## config.mk

```make
export PLATFORM = sky130hd
export DESIGN_NAME = cm0_rst_seq
export DESIGN_NICKNAME = d
export VERILOG_FILES = /design/src/rtl/cm0_rst_seq_pkg.sv /design/src/rtl/cm0_rst_sync_chain.sv /design/src/rtl/cm0_rst_seq.sv
export SDC_FILE = /design/constraint.sdc
export NUM_CORES = 1
export LEC_CHECK = 0
export BUFFER_PORTS_ARGS = -buffer_cell sky130_fd_sc_hd__buf_2
export CORE_MARGIN = 3
export CORE_UTILIZATION = 55
export CTS_CLUSTER_DIAMETER = 40
export DETAILED_ROUTE_END_ITERATION = 8
export HOLD_SLACK_MARGIN = 0.06
export PLACE_DENSITY_LB_ADDON = 0.2
export SLEW_MARGIN = 10
export SYNTH_ARGS = -nofsm -noshare
export SYNTH_HDL_FRONTEND = slang
export SYNTH_HIERARCHICAL = 1
export SYNTH_SLANG_ARGS = --single-unit
export TNS_END_PERCENT = 50
```

## constraint.sdc

```tcl
create_clock -name CLK -period 2.3 [get_ports CLK]
set_input_delay 0.115 -clock CLK [delete_from_list [all_inputs] [get_ports CLK]]
set_output_delay 0.115 -clock CLK [all_outputs]
set_load 0.02 [all_outputs]
```

## src/rtl/cm0_rst_seq_pkg.sv

```systemverilog
// Shared types, legal parameter minimums and sizing helper for the
// Cortex-M0 reset sequencer.
package cm0_rst_seq_pkg;

    // Sequencer states: held in reset, minimum-assertion hold,
    // staggered channel release, steady state.
    typedef enum logic [1:0] {
        ST_RESET   = 2'd0,
        ST_HOLD    = 2'd1,
        ST_RELEASE = 2'd2,
        ST_RUN     = 2'd3
    } rst_state_t;

    // Smallest legal values of the timing parameters.
    localparam int MIN_SYNC_DEPTH = 2;
    localparam int MIN_MIN_ASSERT = 1;
    localparam int MIN_STAGGER    = 1;

    // Width of the shared down-counter, which must hold the larger of
    // the two reload values.
    function automatic int cnt_width(input int min_assert, input int stagger);
        int largest;
        largest = (min_assert > stagger) ? min_assert : stagger;
        return $clog2(largest + 1);
    endfunction

endpackage

```

## src/rtl/cm0_rst_sync_chain.sv

```systemverilog
// Reset deassertion synchroniser: a chain of async-cleared flops with the
// input tied high. Swapped for a library synchroniser cell at implementation.
module cm0_rst_sync_chain #(
    parameter int SYNC_DEPTH = 3
) (
    input  logic clk,
    input  logic rst_n,
    output logic synced
);

    logic [SYNC_DEPTH-1:0] chain;

    // Shift ones in after reset; any reset pulse clears the whole chain.
    always_ff @(posedge clk or negedge rst_n) begin
        if (!rst_n) begin
            chain <= '0;
        end else begin
            chain <= {chain[SYNC_DEPTH-2:0], 1'b1};
        end
    end

    assign synced = chain[SYNC_DEPTH-1];

endmodule

```

## src/rtl/cm0_rst_seq.sv

```systemverilog
// Reset synchroniser and sequencer: asynchronous assertion, synchronised
// deassertion, minimum hold time and staggered per-channel release.
module cm0_rst_seq
    import cm0_rst_seq_pkg::*;
#(
    parameter int SYNC_DEPTH = 3,
    parameter int NUM_OUT    = 3,
    parameter int MIN_ASSERT = 4,
    parameter int STAGGER    = 4
) (
    input  logic               CLK,
    input  logic               RSTINn,
    input  logic               RSTREQ,
    input  logic               SE,
    input  logic               RSTBYPASS,
    output logic [NUM_OUT-1:0] RSTOUTn,
    output logic               RSTACTIVE
);

    localparam int CNT_W = cnt_width(MIN_ASSERT, STAGGER);
    localparam int IDX_W = $clog2(NUM_OUT + 1);

    if (SYNC_DEPTH < MIN_SYNC_DEPTH) begin : g_bad_sync_depth
        $error("cm0_rst_seq: SYNC_DEPTH must be at least 2");
    end
    if (NUM_OUT < 1 || NUM_OUT > 16) begin : g_bad_num_out
        $error("cm0_rst_seq: NUM_OUT must be in 1..16");
    end
    if (MIN_ASSERT < MIN_MIN_ASSERT) begin : g_bad_min_assert
        $error("cm0_rst_seq: MIN_ASSERT must be at least 1");
    end
    if (STAGGER < MIN_STAGGER) begin : g_bad_stagger
        $error("cm0_rst_seq: STAGGER must be at least 1");
    end

    logic               synced;
    logic               hold_req;
    logic               unused_se;
    rst_state_t         state_q;
    rst_state_t         state_d;
    logic [CNT_W-1:0]   cnt_q;
    logic [CNT_W-1:0]   cnt_d;
    logic [IDX_W-1:0]   idx_q;
    logic [IDX_W-1:0]   idx_d;
    logic [NUM_OUT-1:0] out_q;
    logic [NUM_OUT-1:0] out_d;
    logic               active_q;

    // Scan enable only matters once DFT insertion stitches the chains.
    assign unused_se = SE;

    cm0_rst_sync_chain #(
        .SYNC_DEPTH(SYNC_DEPTH)
    ) u_sync_chain (
        .clk    (CLK),
        .rst_n  (RSTINn),
        .synced (synced)
    );

    // The request is ignored in bypass so the sequencer state does not
    // depend on scan-time activity on RSTREQ.
    assign hold_req = (RSTREQ & ~RSTBYPASS) | ~synced;

    // Next-state, counter and output computation. Leaving RESET counts as
    // the first hold cycle, because the synchroniser's final unsynchronised
    // sample is itself the last request cycle; with MIN_ASSERT of 1 that
    // means channel 0 is released straight away.
    always_comb begin
        state_d = state_q;
        cnt_d   = cnt_q;
        idx_d   = idx_q;
        out_d   = out_q;

        unique case (state_q)
            ST_RESET: begin
                out_d = '0;
                if (!hold_req) begin
                    if (MIN_ASSERT == 1) begin
                        out_d[0] = 1'b1;
                        if (NUM_OUT == 1) begin
                            state_d = ST_RUN;
                        end else begin
                            state_d = ST_RELEASE;
                            idx_d   = IDX_W'(1);
                            cnt_d   = CNT_W'(STAGGER);
                        end
                    end else begin
                        state_d = ST_HOLD;
                        cnt_d   = CNT_W'(MIN_ASSERT - 1);
                    end
                end
            end
            ST_HOLD: begin
                out_d = '0;
                if (cnt_q <= CNT_W'(1)) begin
                    out_d[0] = 1'b1;
                    if (NUM_OUT == 1) begin
                        state_d = ST_RUN;
                    end else begin
                        state_d = ST_RELEASE;
                        idx_d   = IDX_W'(1);
                        cnt_d   = CNT_W'(STAGGER);
                    end
                end else begin
                    cnt_d = cnt_q - CNT_W'(1);
                end
            end
            ST_RELEASE: begin
                if (cnt_q <= CNT_W'(1)) begin
                    for (int i = 0; i < NUM_OUT; i++) begin
                        if (idx_q == IDX_W'(i)) begin
                            out_d[i] = 1'b1;
                        end
                    end
                    if (idx_q == IDX_W'(NUM_OUT - 1)) begin
                        state_d = ST_RUN;
                    end else begin
                        idx_d = idx_q + IDX_W'(1);
                        cnt_d = CNT_W'(STAGGER);
                    end
                end else begin
                    cnt_d = cnt_q - CNT_W'(1);
                end
            end
            ST_RUN: begin
                out_d = '1;
            end
            default: begin
                state_d = ST_RESET;
                out_d   = '0;
            end
        endcase

        if (hold_req && state_q != ST_RESET) begin
            state_d = ST_HOLD;
            cnt_d   = CNT_W'(MIN_ASSERT);
            idx_d   = '0;
            out_d   = '0;
        end
    end

    // State register; outputs are flops so they cannot glitch in operation.
    always_ff @(posedge CLK or negedge RSTINn) begin
        if (!RSTINn) begin
            state_q  <= ST_RESET;
            cnt_q    <= '0;
            idx_q    <= '0;
            out_q    <= '0;
            active_q <= 1'b1;
        end else begin
            state_q  <= state_d;
            cnt_q    <= cnt_d;
            idx_q    <= idx_d;
            out_q    <= out_d;
            active_q <= ~&out_d;
        end
    end

    // DFT bypass hands the raw reset input straight to every channel.
    assign RSTOUTn   = RSTBYPASS ? {NUM_OUT{RSTINn}} : out_q;
    assign RSTACTIVE = RSTBYPASS ? ~RSTINn : active_q;

endmodule
```

After elaboration in Yosys (flattened, before gate mapping)
Index checks and enable logic that the tools add are counted.

word-level totals
  word-level logic and storage cells = 62
  register bits after elaboration = 14
  bits of input ports = 5

cells by class
  $lt $le $gt $ge = 1
  equal/unequal tests = 11
  $add $sub $neg = 2
  multiplexer cells = 26
  reduce and logical (&&, ||, !) cells = 11
  bitwise logic cells = 5

operators by type and width
  kind                                                  count
  two-way mux 3 bit                                     8
  two-way mux 2 bit                                     9
  != test 3 bit (second input constant)                 5
  case mux 3 bit (4 select lines)                       1
  case mux 3 bit (3 select lines)                       1
  == test 2 bit (second input constant)                 3
  case mux 2 bit (3 select lines)                       1
  AND reduction 3 bit                                   2
  two-way mux 1 bit                                     5
  AND reduction 5 bit                                   1
  == test 2 x 1 -> 1 bit (second input constant)        2
  zero test 2 bit                                       2
  != test 4 bit (second input constant)                 1
  case mux 2 bit (2 select lines)                       1
  AND reduction 4 bit                                   1
  nonzero test 4 bit                                    1
  <= comparator 3 x 1 -> 1 bit (second input constant)  1
  inverter 1 bit                                        3
  nonzero test 3 bit                                    1
  subtractor 3 x 1 -> 3 bit (second input constant)     1
  adder 2 x 1 -> 2 bit (second input constant)          1
  nonzero test 2 bit                                    1
  bitwise AND 1 bit                                     1
  logical AND 1 bit                                     1
  2 further kinds                                       2

Longest topological paths before layout
Gate-level depths: netlist of the first run.

  depth after elaboration = 7
  depth in mapped cells = 7
  mapped depth without buffers = 7

Modules after synthesis
The synthesis of the first run kept the hierarchy.

by module, submodules not included
  module              cells an instance  area an instance (um^2)  sequential area each (um^2)  times used
  cm0_rst_seq         92                 857.1                    276.5                        1
  cm0_rst_sync_chain  4                  78.8                     75.1                         1

Worst setup path after synthesis of the first run
Ideal clock, no wire load.

  path kind = register to register
  start = reg state_q[0]
  end = reg idx_q[1]
  buffers on the path = 1
  slack = 571 ps
  cell stages (with the launch flop) = 8
  required time = 2172 ps
  arrival time = 1601 ps
  cell sequence = dfrtp_1 -> inv_1 -> ha_1 -> clkbuf_1 -> a21oi_1 -> o31a_2 -> a31oi_1 -> o22ai_1

on the way
  word-level cells in the longest chain between the ends = 4
  elaborated cells between the ends (all ways) = 11
  classes of those cells = eq/ne (5); mux (2); reduce/logical (4)

RTL lines
  item                                                           RTL line            RTL
  start, declared                                                cm0_rst_seq.sv:39   rst_state_t state_q;
  start signal, assigned                                         cm0_rst_seq.sv:151  state_q <= state_d;
  nonzero test 2 bit                                             cm0_rst_seq.sv:134  if (hold_req && state_q != ST_RESET) begin
  logical AND 1 bit                                              cm0_rst_seq.sv:134
  != test 3 bit (no line) or nonzero test 3 bit (tied branches)  -
  AND reduction 4 bit (no line)                                  -
  end signal, assigned                                           cm0_rst_seq.sv:153  idx_q <= idx_d;
  end, declared                                                  cm0_rst_seq.sv:43   logic [IDX_W-1:0] idx_q;

Parallel ways exist; a longest one is shown, timed or not.
A chain may end at the register's enable or synchronous reset.

Worst setup path in the final report of the first run
  start = reg state_q[0]
  end = reg state_q[0]

on the way
  word-level cells in the longest chain between the ends = 4
  elaborated cells between the ends (all ways) = 13
  classes of those cells = eq/ne (6); mux (2); reduce/logical (5)

RTL lines
  item                                                           RTL line
  nonzero test 2 bit                                             cm0_rst_seq.sv:134
  logical AND 1 bit                                              cm0_rst_seq.sv:134
  != test 3 bit (no line) or nonzero test 4 bit (tied branches)  -
  AND reduction 5 bit (no line)                                  -

Parallel ways exist; a longest one is shown, timed or not.

==> results of run 1 <==
logic make-up (layout without fill, tap and decap cells):
group	Yosys count	count (layout)	synth area share [%]
and+or+nand+nor	26	26	16.7
muxes	5	5	5.48
other	1	1	0.401
DFF	14	14	37.6
buffers and inverters	14	24	6.42
AOI/OAI and AO/OA	26	26	20.1
adders and majority gates	10	10	13.4
metal layers:
metal,up-vias,track usage [%]
li1,353,-
met4,0,6.08
met2,19,36.9
met3,2,3.45
met5,-,0
met1,356,22.6
area by class of cell:
| cell class | instances | area (µm²) |
|---|---|---|
| multi-input combinational | 68 | 524 |
| sequential | 14 | 352 |
| inverter | 12 | 45.0 |
| fill | 133 | 537 |
| timing repair buffer | 8 | 45.0 |
| clock buffer | 4 | 36.3 |
| tap | 16 | 20.0 |
registers in the layout, summed over array words and instances, names as in the netlist:
name and count:
cnt_q 3, active_q 1, u_sync_chain/chain 3, state_q 2, idx_q 2, out_q 3
power groups by stage:
stage | registers, mW | clock network [mW] | logic [mW]
CTS | 0.369 | 0.187 | 0.548
floorplan | 0.358 | 0 | 0.433
global route | 0.381 | 0.195 | 0.612
global placement | 0.369 | 0 | 0.507
finish | 0.370 | 0.185 | 0.552
detailed placement | 0.374 | 0 | 0.543
cells in the mapped netlist (3+ instances only):
cell type | number | area (µm²)
a21oi_1 | 8 | 40.0
dfrtp_1 | 13 | 325
ha_1 | 10 | 125
inv_1 | 12 | 45.0
mux2i_1 | 4 | 40.0
nand2_1 | 9 | 33.8
nor2_1 | 3 | 11.3
nor3_1 | 4 | 20.0
o21ai_0 | 6 | 30.0
worst max-delay path: cells and delay by family (launching register included):
| family | cells | cell delay [ns] |
|---|---|---|
| compound gates | 3 | 0.75 |
| fa+ha+maj | 1 | 0.34 |
| buf+inv | 1 | 0.11 |
| flops | 1 | 0.50 |
| simple gates | 1 | 0.10 |
worst paths after layout:
kind                                            start                     to  slack, ns  cells after the start
max in group asynchronous                      RSTINn               active_q       1.75                      2
worst max-delay path                       state_q[0]             state_q[0]       0.42                      6
worst min-delay path                           RSTREQ               out_q[1]       0.24                      4
worst min register to register  u_sync_chain/chain[1]  u_sync_chain/chain[2]       0.36                      0
min in group asynchronous                      RSTINn               cnt_q[1]       0.25                      2
worst max register to register             state_q[0]             state_q[0]       0.42                      6
per-stage QoR:
step	setup slack (ns)	power (mW)	instance area [µm²]	hold WS (ns)
after detailed placement	0.458	0.917	976	0.0443
after floorplan	0.571	0.792	936	-0.181
final	0.417	1.11	1020	0.240
after CTS	0.443	1.10	1020	0.238
after global placement	0.533	0.875	976	0.0337
after global routing	0.321	1.19	1020	0.267
==> impl_metrics.prom, run 1 <==
# TYPE chip_impl_metric gauge
chip_impl_info{name="run_status",value="complete, no violations"} 1
chip_impl_metric{name="cts.repair_timing.setup_buffer_count",unit=""} 0
chip_impl_metric{name="wl_met3",unit="µm"} 64
chip_impl_info{name="most_frequent_cells_in_the_layout",value="13 x dfrtp_1, 12 x inv_1, 10 x ha_1"} 1
chip_impl_metric{name="gp_congestion",unit=""} 0.796
chip_impl_metric{name="layout_min_cycle_time",unit="ns"} 1.88
chip_impl_metric{name="number_of_antenna_violations_at_the_first_check_in_global_routing",unit=""} 0
chip_impl_metric{name="floorplan.initialDensity",unit="%"} 60.0
chip_impl_metric{name="cap_violations",unit=""} 0
chip_impl_metric{name="report.final.hold_viol_count",unit=""} 0
chip_impl_metric{name="synth_enable_flop_cells",unit=""} 0
chip_impl_metric{name="cts.htree.levels",unit=""} 1
chip_impl_metric{name="grt_usage",unit="%"} 19.8
chip_impl_metric{name="cp_slowest_stage_delay",unit="ns"} 0.50
chip_impl_metric{name="synth_area_per_cell",unit="µm²"} 9.75
chip_impl_metric{name="post-route-period-util",unit="%"} 81.9
chip_impl_metric{name="routed_wl",unit="µm"} 1870
chip_impl_metric{name="switching_share_of_power",unit="%"} 42.5
chip_impl_metric{name="n_antenna_cell",unit=""} 0
chip_impl_metric{name="core_region_area",unit="µm²"} 1560
chip_impl_metric{name="max_freq",unit="GHz"} 0.531
chip_impl_metric{name="numClockSinks",unit=""} 14
chip_impl_metric{name="synth_sequential_area_ratio",unit="%"} 37.6
chip_impl_metric{name="grt_overflow",unit=""} 0
chip_impl_metric{name="total_switching_power",unit="mW"} 0.471
chip_impl_metric{name="synth.distinct_cells",unit=""} 36
chip_impl_metric{name="critical_path_peak_fanout",unit=""} 10
chip_impl_metric{name="first_pass_grt_wire_length",unit="µm"} 3110
chip_impl_metric{name="ys_ff_latch",unit=""} 14
chip_impl_metric{name="cts.hold.buffers_added",unit=""} 1
chip_impl_info{name="timing.setup.critical_path_class",value="register to register"} 1
chip_impl_metric{name="routed-wl-met2",unit="µm"} 991
chip_impl_metric{name="drt-vias-per-instance",unit=""} 5.98
chip_impl_metric{name="post_cts_resized",unit=""} 0
chip_impl_metric{name="fin_tns_setup",unit="ns"} 0
chip_impl_metric{name="floorplan.rows",unit=""} 14
chip_impl_metric{name="drt-wirelength-per-cell",unit="µm"} 15.3
chip_impl_metric{name="dieWidth",unit="µm"} 47.3
chip_impl_info{name="worstSetupStartpointType",value="register"} 1
chip_impl_metric{name="fraction_of_final_layout_cells_with_drive_strength_greater_than_1",unit="%"} 20.8
chip_impl_metric{name="antenna_violating_nets_remaining",unit=""} 0
chip_impl_metric{name="area_growth_syn_to_layout",unit="%"} 9.22
chip_impl_metric{name="num-nets-final",unit=""} 122
chip_impl_metric{name="ctsLongestPathBuffers",unit=""} 2
chip_impl_metric{name="skew",unit="ns"} 0.00278
chip_impl_metric{name="netlist_instances",unit=""} 96
chip_impl_metric{name="critPathArrivalTime",unit="ns"} 2.09
chip_impl_metric{name="drc_errors",unit=""} 0
chip_impl_metric{name="clock_power_share",unit="%"} 16.7
chip_impl_metric{name="detailedRoute.firstIterationViolations",unit=""} 15
chip_impl_metric{name="io_pins",unit=""} 9
chip_impl_info{name="tritoncts",value="done"} 1
chip_impl_metric{name="wl_met1",unit="µm"} 796
chip_impl_metric{name="post-place-cells",unit=""} 117
chip_impl_metric{name="vdd_drop_max",unit="V"} 0.000600
chip_impl_info{name="crit_path_top_delay_cell",value="dfrtp_1"} 1
chip_impl_info{name="min_path_type",value="input pin to register"} 1
chip_impl_info{name="top_layer_used",value="met4"} 1
chip_impl_metric{name="timing.final.setup_violations",unit=""} 0
chip_impl_metric{name="synth-async-reset-ratio",unit="%"} 100
chip_impl_metric{name="finish.cell_count_without_fillers",unit=""} 122
chip_impl_metric{name="grt_max_degree",unit=""} 17
chip_impl_metric{name="detailroute.via_count",unit=""} 730
chip_impl_info{name="commonest_non_fill_non_tap_cell_in_the_layout",value="dfrtp_1"} 1
chip_impl_metric{name="place.detailed.hpwl",unit="µm"} 1480
chip_impl_metric{name="finish.utilization",unit="%"} 65.6
chip_impl_metric{name="pwr_per_cell_area",unit="nW/µm²"} 1080
chip_impl_metric{name="power.sequential.fraction",unit="%"} 33.5
chip_impl_info{name="cts.root.buffer_cell",value="clkbuf_4"} 1
chip_impl_info{name="ys_dominant_reg_cell",value="dfrtp_1"} 1
chip_impl_metric{name="drtPass1Iterations",unit=""} 4
chip_impl_metric{name="synth.net_count",unit=""} 111
chip_impl_metric{name="first_global_vias",unit=""} 741
chip_impl_metric{name="cellInternalPower",unit="mW"} 0.636
chip_impl_info{name="setup.worst_path.end_class",value="register"} 1
chip_impl_metric{name="crit_required",unit="ns"} 2.50
chip_impl_metric{name="tritoncts_buffer_count",unit=""} 3
chip_impl_metric{name="comb_power_share",unit="%"} 49.8
chip_impl_metric{name="yosys_warnings",unit=""} 6
chip_impl_metric{name="clock_insertion_delay_at_the_later_pin_of_the_skew_report",unit="ns"} 0.29
chip_impl_metric{name="io_buffer_count",unit=""} 7
chip_impl_metric{name="fp.dieArea",unit="µm²"} 2230
chip_impl_metric{name="total_count_of_max_transition_violations_in_the_final_report",unit=""} 0
chip_impl_metric{name="netlist_area",unit="µm²"} 936
chip_impl_info{name="rsz0062_at_grt",value="false"} 1
chip_impl_metric{name="die_h",unit="µm"} 47.3
chip_impl_metric{name="p_leak",unit="nW"} 0.474
chip_impl_info{name="worstPathCellList",value="inv_1 > ha_1 > a211oi_1 > nor2_1 > a21oi_1 > a2bb2oi_1"} 1
chip_impl_metric{name="path_clk_slew",unit="ns"} 0.09
Power figures use the tool's default switching activity.
==> run 2, diff against run 1 <==
==> constraint.sdc (replaced) <==
create_clock -name CLK -period 1.9 [get_ports CLK]
set_input_delay 0.095 -clock CLK [delete_from_list [all_inputs] [get_ports CLK]]
set_output_delay 0.095 -clock CLK [all_outputs]
set_load 0.02 [all_outputs]
==> run 2 against run 1 <==
Sequential power up 22%. Clock skew is 0.0015 ns lower. Utilization rose by 0.32 points. Worst setup slack lost 0.30 ns. Cell area is 0.49% higher.
==> impl_metrics.prom, run 2 (synthesized netlist as in run 1, its figures left out) <==
# TYPE chip_impl_metric gauge
chip_impl_metric{name="clock_insertion_delay_at_the_later_pin_of_the_skew_report",unit="ns"} 0.29
chip_impl_metric{name="drt-wirelength-per-cell",unit="µm"} 14.2
chip_impl_metric{name="max_freq",unit="GHz"} 0.562
chip_impl_metric{name="fraction_of_final_layout_cells_with_drive_strength_greater_than_1",unit="%"} 22.4
chip_impl_metric{name="routed_wl",unit="µm"} 1750
chip_impl_info{name="commonest_non_fill_non_tap_cell_in_the_layout",value="dfrtp_1"} 1
chip_impl_metric{name="cts.repair_timing.setup_buffer_count",unit=""} 0
chip_impl_metric{name="detailroute.via_count",unit=""} 726
chip_impl_metric{name="cts.htree.levels",unit=""} 1
chip_impl_metric{name="path_clk_slew",unit="ns"} 0.09
chip_impl_metric{name="post-place-cells",unit=""} 118
chip_impl_metric{name="floorplan.rows",unit=""} 14
chip_impl_metric{name="p_leak",unit="nW"} 0.471
chip_impl_metric{name="finish.utilization",unit="%"} 65.9
chip_impl_metric{name="reg2reg_slack",unit="ns"} 0.12
chip_impl_info{name="worstSetupStartpointType",value="register"} 1
chip_impl_info{name="min_path_type",value="input pin to async pin"} 1
chip_impl_metric{name="grtUsageMet3",unit="%"} 2.30
chip_impl_metric{name="seq_area",unit="µm²"} 352
chip_impl_metric{name="num-fill-cells",unit=""} 128
chip_impl_metric{name="die_h",unit="µm"} 47.3
chip_impl_info{name="setup.worst_path.end_class",value="register"} 1
chip_impl_metric{name="floorplan.initialDensity",unit="%"} 60.0
chip_impl_metric{name="tritoncts_buffer_count",unit=""} 3
chip_impl_metric{name="number_of_antenna_violations_at_the_first_check_in_global_routing",unit=""} 0
chip_impl_metric{name="gp_congestion",unit=""} 0.826
chip_impl_metric{name="layout_min_cycle_time",unit="ns"} 1.78
chip_impl_metric{name="drt-vias-per-instance",unit=""} 5.90
chip_impl_metric{name="numClockSinks",unit=""} 14
chip_impl_metric{name="io_pins",unit=""} 9
chip_impl_info{name="most_frequent_cells_in_the_layout",value="13 x dfrtp_1, 12 x inv_1, 9 x nand2_1, 9 x ha_1, 8 x a21oi_1"} 1
chip_impl_metric{name="n_antenna_cell",unit=""} 0
chip_impl_info{name="run_status",value="complete, no violations"} 1
chip_impl_metric{name="skew",unit="ns"} 0.00130
chip_impl_metric{name="critPathArrivalTime",unit="ns"} 1.99
chip_impl_metric{name="timing.final.setup_violations",unit=""} 0
chip_impl_metric{name="area_growth_syn_to_layout",unit="%"} 9.76
chip_impl_metric{name="drc_errors",unit=""} 0
chip_impl_info{name="reg_top3",value="cnt_q x3, out_q x3, u_sync_chain/chain x3"} 1
chip_impl_metric{name="worst_reg2reg_path_depth",unit=""} 7
chip_impl_info{name="timing.setup.critical_path_class",value="register to register"} 1
chip_impl_metric{name="timing.hold.ws",unit="ns"} 0.225
chip_impl_metric{name="antenna_violating_nets_remaining",unit=""} 0
chip_impl_metric{name="first_global_vias",unit=""} 631
chip_impl_metric{name="critical_path_peak_fanout",unit=""} 4
chip_impl_metric{name="fin_total_pwr",unit="mW"} 1.29
chip_impl_metric{name="ctsLongestPathBuffers",unit=""} 2
chip_impl_info{name="critical_path.reg2reg.endpoint",value="cnt_q[1]"} 1
chip_impl_metric{name="groute.layer.met1.usage",unit="%"} 21.5
chip_impl_metric{name="report.final.hold_viol_count",unit=""} 0
chip_impl_metric{name="io_buffer_count",unit=""} 7
chip_impl_metric{name="num-nets-final",unit=""} 123
chip_impl_metric{name="grt_overflow",unit=""} 0
chip_impl_metric{name="grt_usage",unit="%"} 17.3
chip_impl_metric{name="detailedRoute.firstIterationViolations",unit=""} 17
chip_impl_metric{name="vdd_drop_max",unit="V"} 0.000541
chip_impl_metric{name="gr_layer_usage_met2",unit="%"} 28.3
chip_impl_info{name="crit-reg2reg-launch",value="state_q[1]"} 1
chip_impl_metric{name="fp.dieArea",unit="µm²"} 2230
chip_impl_info{name="rsz0062_at_grt",value="true"} 1
chip_impl_metric{name="crit_required",unit="ns"} 2.11
chip_impl_metric{name="post-route-period-util",unit="%"} 93.7
chip_impl_metric{name="pwr_per_cell_area",unit="nW/µm²"} 1260
chip_impl_metric{name="cap_violations",unit=""} 0
chip_impl_metric{name="grt_max_degree",unit=""} 17
chip_impl_metric{name="dieWidth",unit="µm"} 47.3
chip_impl_metric{name="place.detailed.hpwl",unit="µm"} 1310
chip_impl_metric{name="multiInputGateArea",unit="µm²"} 532
chip_impl_metric{name="finish.cell_count_without_fillers",unit=""} 123
chip_impl_info{name="globalRoute.busiestLayer",value="met2"} 1
chip_impl_info{name="tritoncts",value="done"} 1
chip_impl_info{name="cts.root.buffer_cell",value="clkbuf_4"} 1
chip_impl_metric{name="drtPass1Iterations",unit=""} 4
chip_impl_metric{name="total_count_of_max_transition_violations_in_the_final_report",unit=""} 0
chip_impl_metric{name="first_pass_grt_wire_length",unit="µm"} 2660
chip_impl_metric{name="core_region_area",unit="µm²"} 1560
run 2: changes by cell type in the layout (fill, tap and decap cells not counted), sizes merged:
cell  delta
buf      +1
run 2: worst max-delay path by stage:
stage                          start       end  slack, ns  cells after the start
final                     state_q[1]  cnt_q[1]       0.12                      7
after global routing      state_q[1]  cnt_q[1]      -0.01                      7
after CTS                 state_q[0]  active_q        0.1                      5
after detailed placement  state_q[0]  active_q       0.12                      5
after global placement    state_q[0]  idx_q[1]       0.15                      6
after floorplan           state_q[0]  idx_q[1]       0.17                      7
run 2: per-layer routing:
metal	up-vias	wire (µm)	part of all wire, %
li1	355	-	-
met1	344	808	46
met2	18	816	47
met3	9	55	3.1
met4	0	68	3.9
met5	-	0	0
run 2: where the power goes:
part / internal [mW] / switching (mW) / total, mW
Clock: 0.0817 / 0.102 / 0.184
Sequential: 0.365 / 0.0844 / 0.450
Combinational: 0.294 / 0.362 / 0.656
run 2: timing repair:
item,4_1_cts,5_1_grt
endpoints found under the setup margin,0,4
hold endpoints to repair,14,0
hold buffers,1,0
resized for setup,0,2
run 2: cell type report:
cell class	count	area share, %
Tap cell	16	1.95
Multi-Input combinational cell	68	51.8
Sequential cell	14	34.2
Timing Repair Buffer	9	5.12
Clock buffer	4	2.56
Inverter	12	4.38
run 2: worst max-delay path: stages, from the launching register on:
cell	delay, ns
dfrtp_1	0.43
inv_1	0.12
ha_1	0.25
nor3_2	0.18
a41oi_2	0.08
mux2_2	0.32
nand2_1	0.11
mux2i_1	0.20
run 2: through the flow:
step / setup TNS (ns) / cell area [µm²] / worst slack, ns
finish: 0 / 1030 / 0.119
global placement: 0 / 983 / 0.154
floorplan: 0 / 936 / 0.171
CTS: 0 / 1020 / 0.0994
global route: -0.0134 / 1030 / -0.0134
detailed placement: 0 / 983 / 0.119
==> run 3, diff against run 2 <==
--- a/config.mk
+++ b/config.mk
@@ -6,12 +6,12 @@
 export NUM_CORES = 1
 export LEC_CHECK = 0
 export BUFFER_PORTS_ARGS = -buffer_cell sky130_fd_sc_hd__buf_2
-export CORE_MARGIN = 3
+export CORE_MARGIN = 4
 export CORE_UTILIZATION = 55
 export CTS_CLUSTER_DIAMETER = 40
 export DETAILED_ROUTE_END_ITERATION = 8
 export HOLD_SLACK_MARGIN = 0.06
-export PLACE_DENSITY_LB_ADDON = 0.2
+export PLACE_DENSITY = 0.86
 export SLEW_MARGIN = 10
 export SYNTH_ARGS = -nofsm -noshare
 export SYNTH_HDL_FRONTEND = slang
==> run 3 against run 2 <==
Sequential cell count unchanged. Maximum frequency decreased by 1.3%. Utilization increased by 0.72 points. Combinational power increased by 3.5%. Cell area increased by 1.1%. Sequential share of layout area decreased by 0.37 points. Largest cell class unchanged.
==> impl_metrics.prom, run 3 (synthesized netlist as in run 1, its figures left out) <==
# TYPE chip_impl_metric gauge
chip_impl_metric{name="fp.dieArea",unit="µm²"} 2430
chip_impl_metric{name="comb_power_share",unit="%"} 50.6
chip_impl_metric{name="clock_insertion_delay_at_the_later_pin_of_the_skew_report",unit="ns"} 0.28
chip_impl_metric{name="place_worst_setup_slack",unit="ns"} 0.0390
chip_impl_metric{name="fraction_of_final_layout_cells_with_drive_strength_greater_than_1",unit="%"} 23.4
chip_impl_metric{name="detailedRoute.firstIterationViolations",unit=""} 42
chip_impl_metric{name="core_region_area",unit="µm²"} 1560
chip_impl_info{name="worstPathCellList",value="inv_1 > ha_1 > a21oi_1 > o31a_2 > a31oi_2 > o22ai_1"} 1
chip_impl_metric{name="clock_power_share",unit="%"} 16.2
chip_impl_metric{name="post-route-period-util",unit="%"} 95.0
chip_impl_metric{name="layout_setup_ws",unit="ns"} 0.0956
chip_impl_metric{name="floorplan.rows",unit=""} 14
chip_impl_metric{name="dieWidth",unit="µm"} 49.3
chip_impl_metric{name="total_switching_power",unit="mW"} 0.560
chip_impl_info{name="rsz0062_at_grt",value="false"} 1
chip_impl_metric{name="critPathArrivalTime",unit="ns"} 1.97
chip_impl_metric{name="cts.htree.levels",unit=""} 1
chip_impl_metric{name="timing.hold.ws",unit="ns"} 0.216
chip_impl_metric{name="path_clk_slew",unit="ns"} 0.09
chip_impl_metric{name="numClockSinks",unit=""} 14
chip_impl_info{name="run_status",value="complete, no violations"} 1
chip_impl_metric{name="num-nets-final",unit=""} 123
chip_impl_metric{name="antenna_violating_nets_remaining",unit=""} 0
chip_impl_info{name="critical_path.reg2reg.endpoint",value="idx_q[1]"} 1
chip_impl_info{name="crit-reg2reg-launch",value="state_q[0]"} 1
chip_impl_metric{name="cellInternalPower",unit="mW"} 0.782
chip_impl_metric{name="reg2reg_slack",unit="ns"} 0.1
chip_impl_metric{name="fin_tns_setup",unit="ns"} 0
chip_impl_metric{name="first_pass_grt_wire_length",unit="µm"} 3120
chip_impl_metric{name="num-fill-cells",unit=""} 114
chip_impl_metric{name="timing.final.setup_violations",unit=""} 0
chip_impl_metric{name="cp_slowest_stage_delay",unit="ns"} 0.47
chip_impl_metric{name="tritoncts_buffer_count",unit=""} 3
chip_impl_info{name="worstSetupStartpointType",value="register"} 1
chip_impl_metric{name="layout_min_cycle_time",unit="ns"} 1.80
chip_impl_metric{name="die_h",unit="µm"} 49.3
chip_impl_info{name="min_path_type",value="input pin to register"} 1
chip_impl_metric{name="routed_wl",unit="µm"} 1840
chip_impl_metric{name="floorplan.initialDensity",unit="%"} 60.0
chip_impl_metric{name="crit_required",unit="ns"} 2.06
chip_impl_metric{name="max_freq",unit="GHz"} 0.554
chip_impl_metric{name="worst_hold_path.num_cells",unit=""} 4
chip_impl_info{name="timing.hold.worst.start",value="RSTREQ"} 1
chip_impl_info{name="crit_path_top_delay_cell",value="dfrtp_1"} 1
chip_impl_metric{name="switching_share_of_power",unit="%"} 41.7
chip_impl_metric{name="first_global_vias",unit=""} 745
chip_impl_metric{name="area_growth_syn_to_layout",unit="%"} 11.0
chip_impl_info{name="setup.worst_path.end_class",value="register"} 1
chip_impl_metric{name="power.sequential.fraction",unit="%"} 33.2
chip_impl_metric{name="detailroute.via_count",unit=""} 764
chip_impl_info{name="hold_path_end",value="out_q[1]"} 1
chip_impl_metric{name="report.final.hold_viol_count",unit=""} 0
chip_impl_metric{name="grt_usage",unit="%"} 16.4
chip_impl_metric{name="place.detailed.hpwl",unit="µm"} 1370
chip_impl_metric{name="cts.repair_timing.setup_buffer_count",unit=""} 0
chip_impl_metric{name="critical_path_peak_fanout",unit=""} 7
chip_impl_metric{name="total_count_of_max_transition_violations_in_the_final_report",unit=""} 0
chip_impl_metric{name="cap_violations",unit=""} 0
chip_impl_info{name="cts.root.buffer_cell",value="clkbuf_4"} 1
chip_impl_metric{name="p_leak",unit="nW"} 0.477
chip_impl_metric{name="drc_errors",unit=""} 0
chip_impl_metric{name="drt-wirelength-per-cell",unit="µm"} 14.9
chip_impl_metric{name="skew",unit="ns"} 0.00223
chip_impl_info{name="critical_path.startpoint",value="state_q[0]"} 1
chip_impl_metric{name="pwr_per_cell_area",unit="nW/µm²"} 1290
chip_impl_metric{name="io_buffer_count",unit=""} 7
chip_impl_metric{name="number_of_antenna_violations_at_the_first_check_in_global_routing",unit=""} 0
chip_impl_metric{name="vdd_drop_max",unit="V"} 0.000734
chip_impl_info{name="timing.setup.critical_path_class",value="register to register"} 1
chip_impl_info{name="tritoncts",value="done"} 1
chip_impl_info{name="commonest_non_fill_non_tap_cell_in_the_layout",value="dfrtp_1"} 1
chip_impl_metric{name="drtPass1Iterations",unit=""} 4
chip_impl_metric{name="worst_reg2reg_path_depth",unit=""} 6
chip_impl_metric{name="drt-vias-per-instance",unit=""} 6.21
chip_impl_metric{name="grt_overflow",unit=""} 0
chip_impl_metric{name="ctsLongestPathBuffers",unit=""} 2
chip_impl_metric{name="io_pins",unit=""} 9
chip_impl_info{name="reg_top3",value="cnt_q x3, out_q x3, u_sync_chain/chain x3"} 1
chip_impl_metric{name="n_antenna_cell",unit=""} 0
chip_impl_metric{name="gp_congestion",unit=""} 0.824
chip_impl_info{name="most_frequent_cells_in_the_layout",value="13 x dfrtp_1, 12 x inv_1, 9 x nand2_1, 9 x ha_1, 8 x a21oi_1"} 1
chip_impl_metric{name="grt_max_degree",unit=""} 17
## run 3: timing repair
action,4_1_cts,5_1_grt
gates resized for setup,0,2
hold buffers,1,0
endpoints found under the hold margin,14,0
setup endpoints to repair,0,1
## run 3: metrics by stage
| stage | power (mW) | utilization, % | area, µm² | std cells |
|---|---|---|---|---|
| final | 1.34 | 66.6 | 1040 | 123 |
| after global routing | 1.44 | 66.6 | 1040 | 123 |
| after CTS | 1.33 | 66.1 | 1030 | 123 |
| after detailed placement | 1.10 | 63.1 | 983 | 118 |
| after global placement | 1.06 | 63.1 | 983 | 118 |
| after floorplan | 0.959 | - | 936 | 96 |
## run 3: worst max-delay path, delay by kind of cell (launching register included)
family	cells	cell delay [ns]
adder cells (fa/ha/maj)	1	0.25
AO/OA/AOI/OAI	4	0.84
flip-flops	1	0.47
buffers and inverters	1	0.13
## run 3: area by class of cell
class	count	area [µm²]	area share, %
repair buffers	9	52.6	5.06
clock buffers	4	36.3	3.49
flip-flops and latches	14	352	33.9
well taps	16	20.0	1.93
multi-input cells	68	533	51.3
inverters	12	45.0	4.34
## run 3: worst max-delay path by stage
stage / slack [ns] / to / depth (start not counted)
floorplan: 0.17 / idx_q[1] / 7
global placement: 0.17 / idx_q[1] / 6
global route: 0.04 / state_q[0] / 7
finish: 0.1 / idx_q[1] / 6
CTS: 0.01 / idx_q[1] / 6
detailed placement: 0.04 / idx_q[1] / 6
## run 3: power groups by stage
stage	Sequential [mW]	Clock (mW)	Combinational, mW
3_5_place_dp	0.451	0	0.654
5_1_grt	0.455	0.232	0.751
3_3_place_gp	0.444	0	0.614
2_1_floorplan	0.434	0	0.525
6_report	0.446	0.217	0.679
4_1_cts	0.444	0.220	0.664
## run 3: metal layers
| layer | share of wire, % | GRT usage (%) | routed length (µm) |
|---|---|---|---|
| met5 | 0 | 0 | 0 |
| met4 | 1.7 | 5.69 | 31 |
| met3 | 5.8 | 3.06 | 106 |
| met1 | 43 | 18.4 | 795 |
| met2 | 49 | 30.4 | 903 |
